`config.mk`:
```
export PLATFORM = sky130hd
export DESIGN_NAME = serial_cmp8
export DESIGN_NICKNAME = d
export VERILOG_FILES = /design/src/rtl/cmp_pkg.sv /design/src/rtl/cmp1_cell.sv /design/src/rtl/serial_cmp8.sv
export SDC_FILE = /design/constraint.sdc
export NUM_CORES = 1
export LEC_CHECK = 0
export BUFFER_PORTS_ARGS = -buffer_cell sky130_fd_sc_hd__buf_2
export CORE_MARGIN = 8
export CORE_UTILIZATION = 50
export DETAILED_ROUTE_END_ITERATION = 6
export PLACE_DENSITY = 0.72
export SLEW_MARGIN = 20
export SYNTH_ARGS = -nofsm -noshare
export SYNTH_HDL_FRONTEND = slang
export SYNTH_HIERARCHICAL = 1
export SYNTH_SLANG_ARGS = --single-unit
```
`constraint.sdc`:
```
create_clock -name clk -period 3.6 [get_ports clk]
set_input_delay 0.72 -clock clk [delete_from_list [all_inputs] [get_ports clk]]
set_output_delay 0.72 -clock clk [all_outputs]
set_load 0.05 [all_outputs]
```
`src/rtl/cmp_pkg.sv`:
```
// Shared types and constants for the serial MSB-first magnitude comparator.
package cmp_pkg;

  localparam int unsigned CMP_W = 8;

  typedef enum logic [1:0] {
    StIdle,
    StShift,
    StDone
  } state_e;

  // Returns {EQ, GT} from the less-significant stage; eq dominates gt.
  function automatic logic [1:0] resolve_cascade(input logic eq_in, input logic gt_in);
    return eq_in ? 2'b10 : {1'b0, gt_in};
  endfunction

endpackage

```
`src/rtl/cmp1_cell.sv`:
```
// One-bit compare cell: flags a bit mismatch and whether A's bit is the larger.
module cmp1_cell (
  input  logic ai,
  input  logic bi,
  output logic diff,
  output logic agtb
);

  assign diff = ai ^ bi;
  assign agtb = ai & ~bi;

endmodule

```
`src/rtl/serial_cmp8.sv`:
```
// Bit-serial magnitude comparator: walks captured operands MSB first, stops at the first
// differing bit, and falls back to the cascade flags when all bits match.
module serial_cmp8
  import cmp_pkg::*;
#(
  parameter int unsigned W = CMP_W
) (
  input  logic                   clk,
  input  logic                   rst,
  input  logic                   start,
  input  logic [0:W-1]           a,
  input  logic [0:W-1]           b,
  input  logic                   eq,
  input  logic                   gt,
  output logic                   busy,
  output logic                   done,
  output logic                   EQ,
  output logic                   GT,
  output logic [$clog2(W+1)-1:0] nbits
);

  localparam int unsigned NW = $clog2(W + 1);
  localparam int unsigned IW = (W > 1) ? $clog2(W) : 1;

  state_e        r_state, w_state_d;
  logic [0:W-1]  r_a, r_b;
  logic          r_eq, r_gt;
  logic [IW-1:0] r_idx, w_idx_d;
  logic          r_eq_res, w_eq_res_d;
  logic          r_gt_res, w_gt_res_d;
  logic [NW-1:0] r_nbits, w_nbits_d;
  logic          w_capture;
  logic          w_diff, w_agtb, w_last;

  cmp1_cell u_cell (
    .ai   (r_a[r_idx]),
    .bi   (r_b[r_idx]),
    .diff (w_diff),
    .agtb (w_agtb)
  );

  assign w_last = (r_idx == IW'(W - 1));

  always_comb begin
    w_state_d  = r_state;
    w_idx_d    = r_idx;
    w_eq_res_d = r_eq_res;
    w_gt_res_d = r_gt_res;
    w_nbits_d  = r_nbits;
    w_capture  = 1'b0;
    unique case (r_state)
      StIdle: begin
        if (start) begin
          w_capture = 1'b1;
          w_idx_d   = '0;
          w_state_d = StShift;
        end
      end
      StShift: begin
        if (w_diff) begin
          w_eq_res_d = 1'b0;
          w_gt_res_d = w_agtb;
          w_nbits_d  = NW'(r_idx) + NW'(1);
          w_state_d  = StDone;
        end else if (w_last) begin
          {w_eq_res_d, w_gt_res_d} = resolve_cascade(r_eq, r_gt);
          w_nbits_d = NW'(W);
          w_state_d = StDone;
        end else begin
          w_idx_d = r_idx + IW'(1);
        end
      end
      StDone:  w_state_d = StIdle;
      default: w_state_d = StIdle;
    endcase
  end

  always_ff @(posedge clk or posedge rst) begin
    if (rst) begin
      r_state  <= StIdle;
      r_a      <= '0;
      r_b      <= '0;
      r_eq     <= 1'b0;
      r_gt     <= 1'b0;
      r_idx    <= '0;
      r_eq_res <= 1'b0;
      r_gt_res <= 1'b0;
      r_nbits  <= '0;
    end else begin
      r_state  <= w_state_d;
      r_idx    <= w_idx_d;
      r_eq_res <= w_eq_res_d;
      r_gt_res <= w_gt_res_d;
      r_nbits  <= w_nbits_d;
      if (w_capture) begin
        r_a  <= a;
        r_b  <= b;
        r_eq <= eq;
        r_gt <= gt;
      end
    end
  end

  assign busy  = (r_state != StIdle);
  assign done  = (r_state == StDone);
  assign EQ    = r_eq_res;
  assign GT    = r_gt_res;
  assign nbits = r_nbits;

endmodule

```
==> results.ini, run 1 <==
[run_status]
status=finished clean

[synth]
syn_area_per_cell_um2=15.0
synth_edf_count=0
ys_top_cells_by_count=dfrtp_1, mux2_1, inv_1, a22o_1, mux4_1
syn_area_um2=1310
ys_warn_count=6
ys_ff_latch=29
synth_largest_area_cell=dfrtp_1
yosys.area.top_type_share_pct=55.6
netlist_top_cells_area=dfrtp_1, mux2_1, mux4_1
yosys_most_used_dff=dfrtp_1
synthArstFlopShare_pct=100
synth.distinct_cells=23
ys_seq_area_share_pct=55.6
synth_fp_nets=111
syn_inst=87
yosysMostFrequentCell=dfrtp_1

[worst_setup_path]
cp_top_family=multiplexers
path_common_cell=mux2_2
r2r-start=r_idx[0]
rr_endpoint=r_idx[0]
path_class=flop to flop
endpoint_kind=flop
cpPeakStageDelay_ns=0.60
crit_chain=mux4_1 > mux2_2 > ha_1 > inv_1 > nor4b_2 > nor2_1 > mux2_2
worst-path-buf-inv=1
crit_fanout=8
crit_slowest_cell=mux4_1
start_kind=flop
rr_worst_depth=7
arrival_ns=3.00
required_ns=3.81
reg2reg_setup_slack_ns=0.82

[floorplan]
num_rows=18
dieArea_um2=4500
initial_core_util_pct=52.7
die_w_um=67.1
coreArea_um2=2480
ios=29
die_h_um=67.1

[sta]
slew_headroom_pct=53.0
setup_tns_ns=0
post-route-period-util_pct=77.2
finalWorstPathRequiredPeriod_ns=2.78
setup_viol=0
finalClockSkew_ns=0.00879
setup_ws_ns=0.819
worst_slew_pin_slew_ns=0.702
fmax_mhz=360
rsz0062_at_grt=false
drv_slew=0
hold_violations=0

[final_layout]
stdcell_count=151
final_area_um2=1540
fill_cells=205
final_util_pct=62.2
n_antenna_cell=0
syn2layout_area_growth_pct=18.1
multi_input_area_um2=534
seq_area_um2=726
nNetsFinal=144
drive_gt1_share_pct=37.2

[route]
drtAntennaViolNets=0
drcViolationCount=0
drt-total-wl_mm=2.37
dr.pass1.iters=3
wl_per_cell_um=15.7
drtIter0Drc=6
vias=806
viasPerCell=5.34

[global_routing]
first_global_vias=832
grt_start_max_net_pins=30
grt_usage_pct=11.9
antenna_found_initial=0
grt-ovfl-total=0
grt_pass1_wl_mm=3.93

[clock_network]
cts_tree=yes
clk_path_buf_depth=2
htree_num_levels=2
cts-buffers-inserted=5
cts_hold_buf=0
clk_transition_reported_paths_ns=0.09
root_buffer=clkbuf_4
post_cts_resized=0
post_cts_buffers=0
clock_latency_ns=0.32
cts.sinks=29

[power]
vdd_ir_drop_max_mv=0.529
p_per_area_nw_per_um2=955
p_leak_uw=0.000753

[placed_design]
dp_cells=143
io_buffers=28
dp_slack_ns=0.843
place_congestion=0.773
hpwlAfterDp_mm=1.85
place_area_um2=1470

[job]
maxCapViolCount=0

[worst_hold_path]
hold_path_class=input port to async pin

-- cells by family after synthesis --
family,after synthesis,share of synthesized area [%]
DFF,29,55.6
muxes,26,26.9
buffers and inverters,10,3.83
and+or+nand+nor,10,5.27
AOI/OAI and AO/OA,9,5.46
adders and majority gates,3,2.88
-- state kept, by name, indices dropped and copies added (netlist names) --
| register | cells |
|---|---|
| r_state | 2 |
| nbits | 4 |
| r_a | 8 |
| r_gt | 1 |
| r_eq | 1 |
| EQ | 1 |
| GT | 1 |
| r_idx | 3 |
| r_b | 8 |
-- layout by cell type (no fill, tap or decap) --
master / instances
dfrtp_1: 29
buf_2: 28
mux2_1: 18
inv_1: 5
a22o_1: 5
clkbuf_4: 5
mux4_1: 4
mux2_2: 3
ha_1: 3
nor2b_1: 2
inv_2: 2
nand3_1: 2
clkbuf_8: 2
nor3b_2: 1
and2_1: 1
o21ai_1: 1
a2bb2oi_1: 1
nor3b_1: 1
a21oi_1: 1
mux2i_1: 1
or2_2: 1
o2bb2ai_1: 1
nor4b_2: 1
nor2_1: 1
clkinv_2: 1
buf_4: 1
-- per-layer routing --
layer | vias to the layer above | global-route usage, % | wire length [um] | part of all wire, %
li1 | 389 | - | - | -
met2 | 21 | 17.4 | 1140 | 48
met5 | - | 0 | 0 | 0
met3 | 5 | 5.03 | 154 | 6.5
met4 | 0 | 7.05 | 42 | 1.8
met1 | 391 | 14.2 | 1030 | 44
-- final cells by class --
class,instances,area share [%]
clock buffers,7,4.22
clock inverters,1,0.325
inverters,7,1.70
multi-input cells,48,34.7
flip-flops and latches,29,47.1
well taps,30,2.44
repair buffers,29,9.58
-- how the worst max path moves through the flow --
stage / from / to / slack [ns] / cells after the start
after floorplan: r_idx[0] / r_idx[0] / 1.14 / 8
after global placement: r_idx[0] / r_idx[0] / 0.97 / 7
after detailed placement: r_idx[0] / r_idx[0] / 0.84 / 7
after CTS: r_idx[0] / r_idx[0] / 0.83 / 7
after global routing: r_idx[0] / r_idx[0] / 0.66 / 7
final: r_idx[0] / r_idx[0] / 0.82 / 7
-- report_power, final --
part	switching (uW)	internal, uW
sequential	100	479
combinational	366	306
clock	108	113
-- metrics by stage --
| stage | total power [uW] | hold WS [ns] |
|---|---|---|
| 6_report | 1470 | 0.455 |
| 5_1_grt | 1580 | 0.497 |
| 4_1_cts | 1490 | 0.492 |
| 3_5_place_dp | 1270 | 0.471 |
| 3_3_place_gp | 1240 | 0.467 |
| 2_1_floorplan | 1120 | 0.449 |
(Power assumes the default switching activity.)
==> inputs of run 2 (changes only) <==
--- a/config.mk
+++ b/config.mk
@@ -7,9 +7,9 @@
 export LEC_CHECK = 0
 export BUFFER_PORTS_ARGS = -buffer_cell sky130_fd_sc_hd__buf_2
 export CORE_MARGIN = 8
-export CORE_UTILIZATION = 50
+export CORE_UTILIZATION = 47
 export DETAILED_ROUTE_END_ITERATION = 6
-export PLACE_DENSITY = 0.72
+export PLACE_DENSITY = 0.7
 export SLEW_MARGIN = 20
 export SYNTH_ARGS = -nofsm -noshare
 export SYNTH_HDL_FRONTEND = slang
==> constraint.sdc (replaced) <==
create_clock -name clk -period 2.3 [get_ports clk]
set_input_delay 0.46 -clock clk [delete_from_list [all_inputs] [get_ports clk]]
set_output_delay 0.46 -clock clk [all_outputs]
set_load 0.05 [all_outputs]
==> run 2 against run 1 <==
The flow now finishes with violations (negative setup slack). Clock skew is essentially flat. Routed wire length grew 7.2%. Critical endpoint unchanged. Fmax grew 21%. Clock power grew 42%. Largest power group unchanged. Sequential power grew 60%.
==> results.ini, run 2 (synthesis results as in run 1) <==
[sta]
post-route-period-util_pct=100
setup_ws_ns=-0.00523
setup_tns_ns=-0.00523
worst_slew_pin_slew_ns=0.370
finalWorstPathRequiredPeriod_ns=2.31
finalClockSkew_ns=0.00886
setup_viol=1
fin_hold_ws_ns=0.188
rsz0062_at_grt=true
slew_headroom_pct=75.3
drv_slew=0
hold_violations=0
fmax_mhz=434

[route]
drtIter0Drc=27
dr.pass1.iters=4
drt-total-wl_mm=2.54
vias=838
drtAntennaViolNets=0
viasPerCell=5.37
wl_per_cell_um=16.3
drcViolationCount=0

[clock_network]
htree_num_levels=2
clk_path_buf_depth=2
post_cts_buffers=0
cts_tree=yes
cts-buffers-inserted=5
clk_transition_reported_paths_ns=0.09
root_buffer=clkbuf_4
clock_latency_ns=0.33
cts.sinks=29

[final_layout]
final_util_pct=59.3
nNetsFinal=149
drive_gt1_share_pct=45.6
syn2layout_area_growth_pct=22.1
final_cell_mix=dfrtp_1, buf_2, mux2_1
n_antenna_cell=0

[worst_setup_path]
crit_fanout=5
rr_worst_depth=7
critical_path.endpoint=r_idx[0]
path_class=flop to flop
start_kind=flop
rr_endpoint=r_idx[0]
r2r-start=r_idx[0]
arrival_ns=2.52
crit_path_start=r_idx[0]
required_ns=2.52
reg2reg_setup_slack_ns=-0.005
endpoint_kind=flop

[global_routing]
grt_start_max_net_pins=30
grt-ovfl-total=0
antenna_found_initial=0
first_global_vias=915
grt_pass1_wl_mm=4.17
grt_usage_pct=12.0

[run_status]
status=finished, violations left
failed_checks=negative setup slack

[placed_design]
dp_slack_ns=-0.0187
io_buffers=28
hpwlAfterDp_mm=1.84
place_congestion=0.796

[floorplan]
ios=29
dieArea_um2=4720
die_w_um=68.7
coreArea_um2=2690
num_rows=19
initial_core_util_pct=48.6
die_h_um=68.7

[power]
p_leak_uw=0.000765
power_uw=2640
vdd_ir_drop_max_mv=1.29
p_per_area_nw_per_um2=1650

[job]
maxCapViolCount=0

[worst_hold_path]
hold_path_class=input port to async pin

==> run 2: changes by cell type in the layout (fill, tap and decap cells not counted), sizes merged <==
cell / change
clkinv: -1
buf: +5
==> run 2: timing repair <==
item / in CTS / in global routing
setup endpoints to repair: 3 / 9
pin swaps: 0 / 1
gates resized for setup: 1 / 6
hold buffers: 0 / 0
hold endpoints to repair: 0 / 0
==> run 2: stage by stage <==
step,instances,cell area (um^2)
detailed placement,149,1530
global route,156,1590
floorplan,87,1330
global placement,149,1530
CTS,156,1590
finish,156,1590
==> run 2: critical path, stage by stage, from the launching register on <==
cell     delay, ns
dfrtp_2       0.45
mux4_2        0.50
mux2_4        0.29
ha_4          0.27
inv_4         0.04
nor4b_4       0.26
nor2_2        0.11
mux2_4        0.27
==> run 2: report_power, final <==
part | switching (uW) | internal (uW)
Combinational | 693 | 701
Sequential | 175 | 752
Clock | 170 | 144
==> run 2: cell type report <==
class	count	area (um^2)
Fill cell	227	1090
Sequential cell	29	727
Multi-Input combinational cell	48	559
Timing Repair Buffer	34	185
Clock buffer	7	55.1
Tap cell	31	38.8
Inverter	7	28.8
==> run 2: routing by layer <==
metal / track usage, % / vias to the layer above / routed length, um
li1: - / 394 / -
met1: 14.0 / 414 / 1140
met2: 18.8 / 26 / 1170
met3: 6.14 / 4 / 214
met4: 3.76 / 0 / 21
met5: 0 / - / 0
==> run 2: how the worst min path moves through the flow <==
stage / startpoint / endpoint / slack [ns]
floorplan: r_b[1] / r_b[1] / 0.45
global placement: r_b[1] / r_b[1] / 0.47
detailed placement: r_b[0] / r_b[0] / 0.47
CTS: rst / nbits[1] / 0.19
global route: rst / r_idx[2] / 0.22
finish: rst / nbits[1] / 0.19
==> inputs of run 3 (changes only) <==
--- a/config.mk
+++ b/config.mk
@@ -10,6 +10,7 @@
 export CORE_UTILIZATION = 47
 export DETAILED_ROUTE_END_ITERATION = 6
 export PLACE_DENSITY = 0.7
+export SETUP_SLACK_MARGIN = 0.02
 export SLEW_MARGIN = 20
 export SYNTH_ARGS = -nofsm -noshare
 export SYNTH_HDL_FRONTEND = slang
==> run 3 against run 2 <==
The flow now finishes without violations. Critical path depth unchanged. Routed wire length decreased by 5.5%. Die area unchanged. Utilization about the same. Largest cell class unchanged. Largest power group unchanged.
==> results.ini, run 3 (synthesis results as in run 1) <==
[floorplan]
die_h_um=68.7
coreArea_um2=2690
initial_core_util_pct=48.6
ios=29
dieArea_um2=4720
die_w_um=68.7
num_rows=19

[route]
vias=839
viasPerCell=5.34
drt-total-wl_mm=2.40
dr.pass1.iters=4
drtAntennaViolNets=0
wl_per_cell_um=15.3
drtIter0Drc=17
drcViolationCount=0

[clock_network]
cts-buffers-inserted=5
clock_latency_ns=0.33
clk_transition_reported_paths_ns=0.09
clk_path_buf_depth=2
cts_hold_buf=0
cts_tree=yes
cts.sinks=29
root_buffer=clkbuf_4
htree_num_levels=2

[final_layout]
syn2layout_area_growth_pct=22.1
drive_gt1_share_pct=43.7
seq_area_um2=727
final_cell_mix=dfrtp_1, buf_2, mux2_1
nNetsFinal=150
multi_input_area_um2=551
fill_cells=233
n_antenna_cell=0

[worst_setup_path]
cpPeakStageDelay_ns=0.51
arrival_ns=2.49
start_kind=flop
path_class=flop to flop
crit_slowest_cell=mux4_2
cp_top_family=multiplexers
crit_chain=mux4_2 > mux2_4 > ha_4 > inv_4 > nor4b_4 > nor2_2 > mux2_2
required_ns=2.52
worst-path-buf-inv=1
crit_fanout=5
endpoint_kind=flop

[sta]
post-route-period-util_pct=98.6
rsz0062_at_grt=true
drv_slew=0
slew_headroom_pct=75.7
finalWorstPathRequiredPeriod_ns=2.27
setup_tns_ns=0
hold_violations=0
fin_hold_ws_ns=0.175
worst_slew_pin_slew_ns=0.365
setup_viol=0
fmax_mhz=441
finalClockSkew_ns=0.0107

[run_status]
status=finished clean

[placed_design]
hpwlAfterDp_mm=1.82
io_buffers=28
place_congestion=0.815

[power]
p_per_area_nw_per_um2=1620
p_leak_uw=0.000768
vdd_ir_drop_max_mv=1.20

[global_routing]
grt_usage_pct=12.1
grt_start_max_net_pins=30
grt_pass1_wl_mm=4.14
antenna_found_initial=0
first_global_vias=927
grt-ovfl-total=0

[worst_hold_path]
hold_path_class=input port to async pin

[job]
maxCapViolCount=0

[run 3: cell count changes in the layout (fill, tap and decap cells not counted), sizes merged]
cell  previous run  this run
buf             34        35
[run 3: layer usage]
metal,vias to the layer above,track usage [%],share of wire (%)
met1,413,13.5,45
met2,26,19.3,45
met3,4,6.14,8.9
li1,396,-,-
met4,0,5.26,1.4
met5,-,0,0
[run 3: worst reg2reg max path, stage by stage (launching register included)]
cell     delay, ns
dfrtp_2       0.44
mux4_2        0.51
mux2_4        0.29
ha_4          0.27
inv_4         0.04
nor4b_4       0.23
nor2_2        0.10
mux2_2        0.27
[run 3: power by group]
part	total, uW	leakage, uW	switching (uW)	internal, uW
clock	310	0.0000314	166	144
combinational	1350	0.000383	661	694
sequential	915	0.000353	162	752
total	2580	0.000768	989	1590
[run 3: worst paths after layout]
kind,start,endpoint,slack (ns),depth (start not counted)
worst max-delay path,r_idx[0],r_idx[0],0.03,7
worst min-delay path,rst,nbits[0],0.18,3
worst max register to register,r_idx[0],r_idx[0],0.03,7
worst min register to register,r_b[6],r_b[6],0.49,1
max in group asynchronous,rst,r_idx[0],1.84,3
min in group clk,b[7],r_b[7],0.34,2
[run 3: cell type report]
class | instances | area share (%)
clock buffers | 7 | 3.46
inverters | 7 | 1.81
multi-input cells | 48 | 34.6
flip-flops and latches | 29 | 45.6
well taps | 31 | 2.44
repair buffers | 35 | 12.1
[run 3: repair_timing]
action / 4_1_cts / 5_1_grt
gates cloned: 0 / 0
setup endpoints to repair: 1 / 4
gates resized for setup: 1 / 1
buffers inserted: 0 / 0
[run 3: stage by stage]
stage                     utilization [%]  cells  power, uW  worst slack, ns  cell area, um^2
after global placement               57.3    150       2240           0.0133             1540
after CTS                            59.4    157       2610           0.0265             1600
after detailed placement             57.3    150       2290          -0.0113             1540
final                                59.3    157       2580           0.0327             1590
after floorplan                         -     87       1890          0.00802             1330
after global routing                 59.3    157       2770          -0.0819             1590
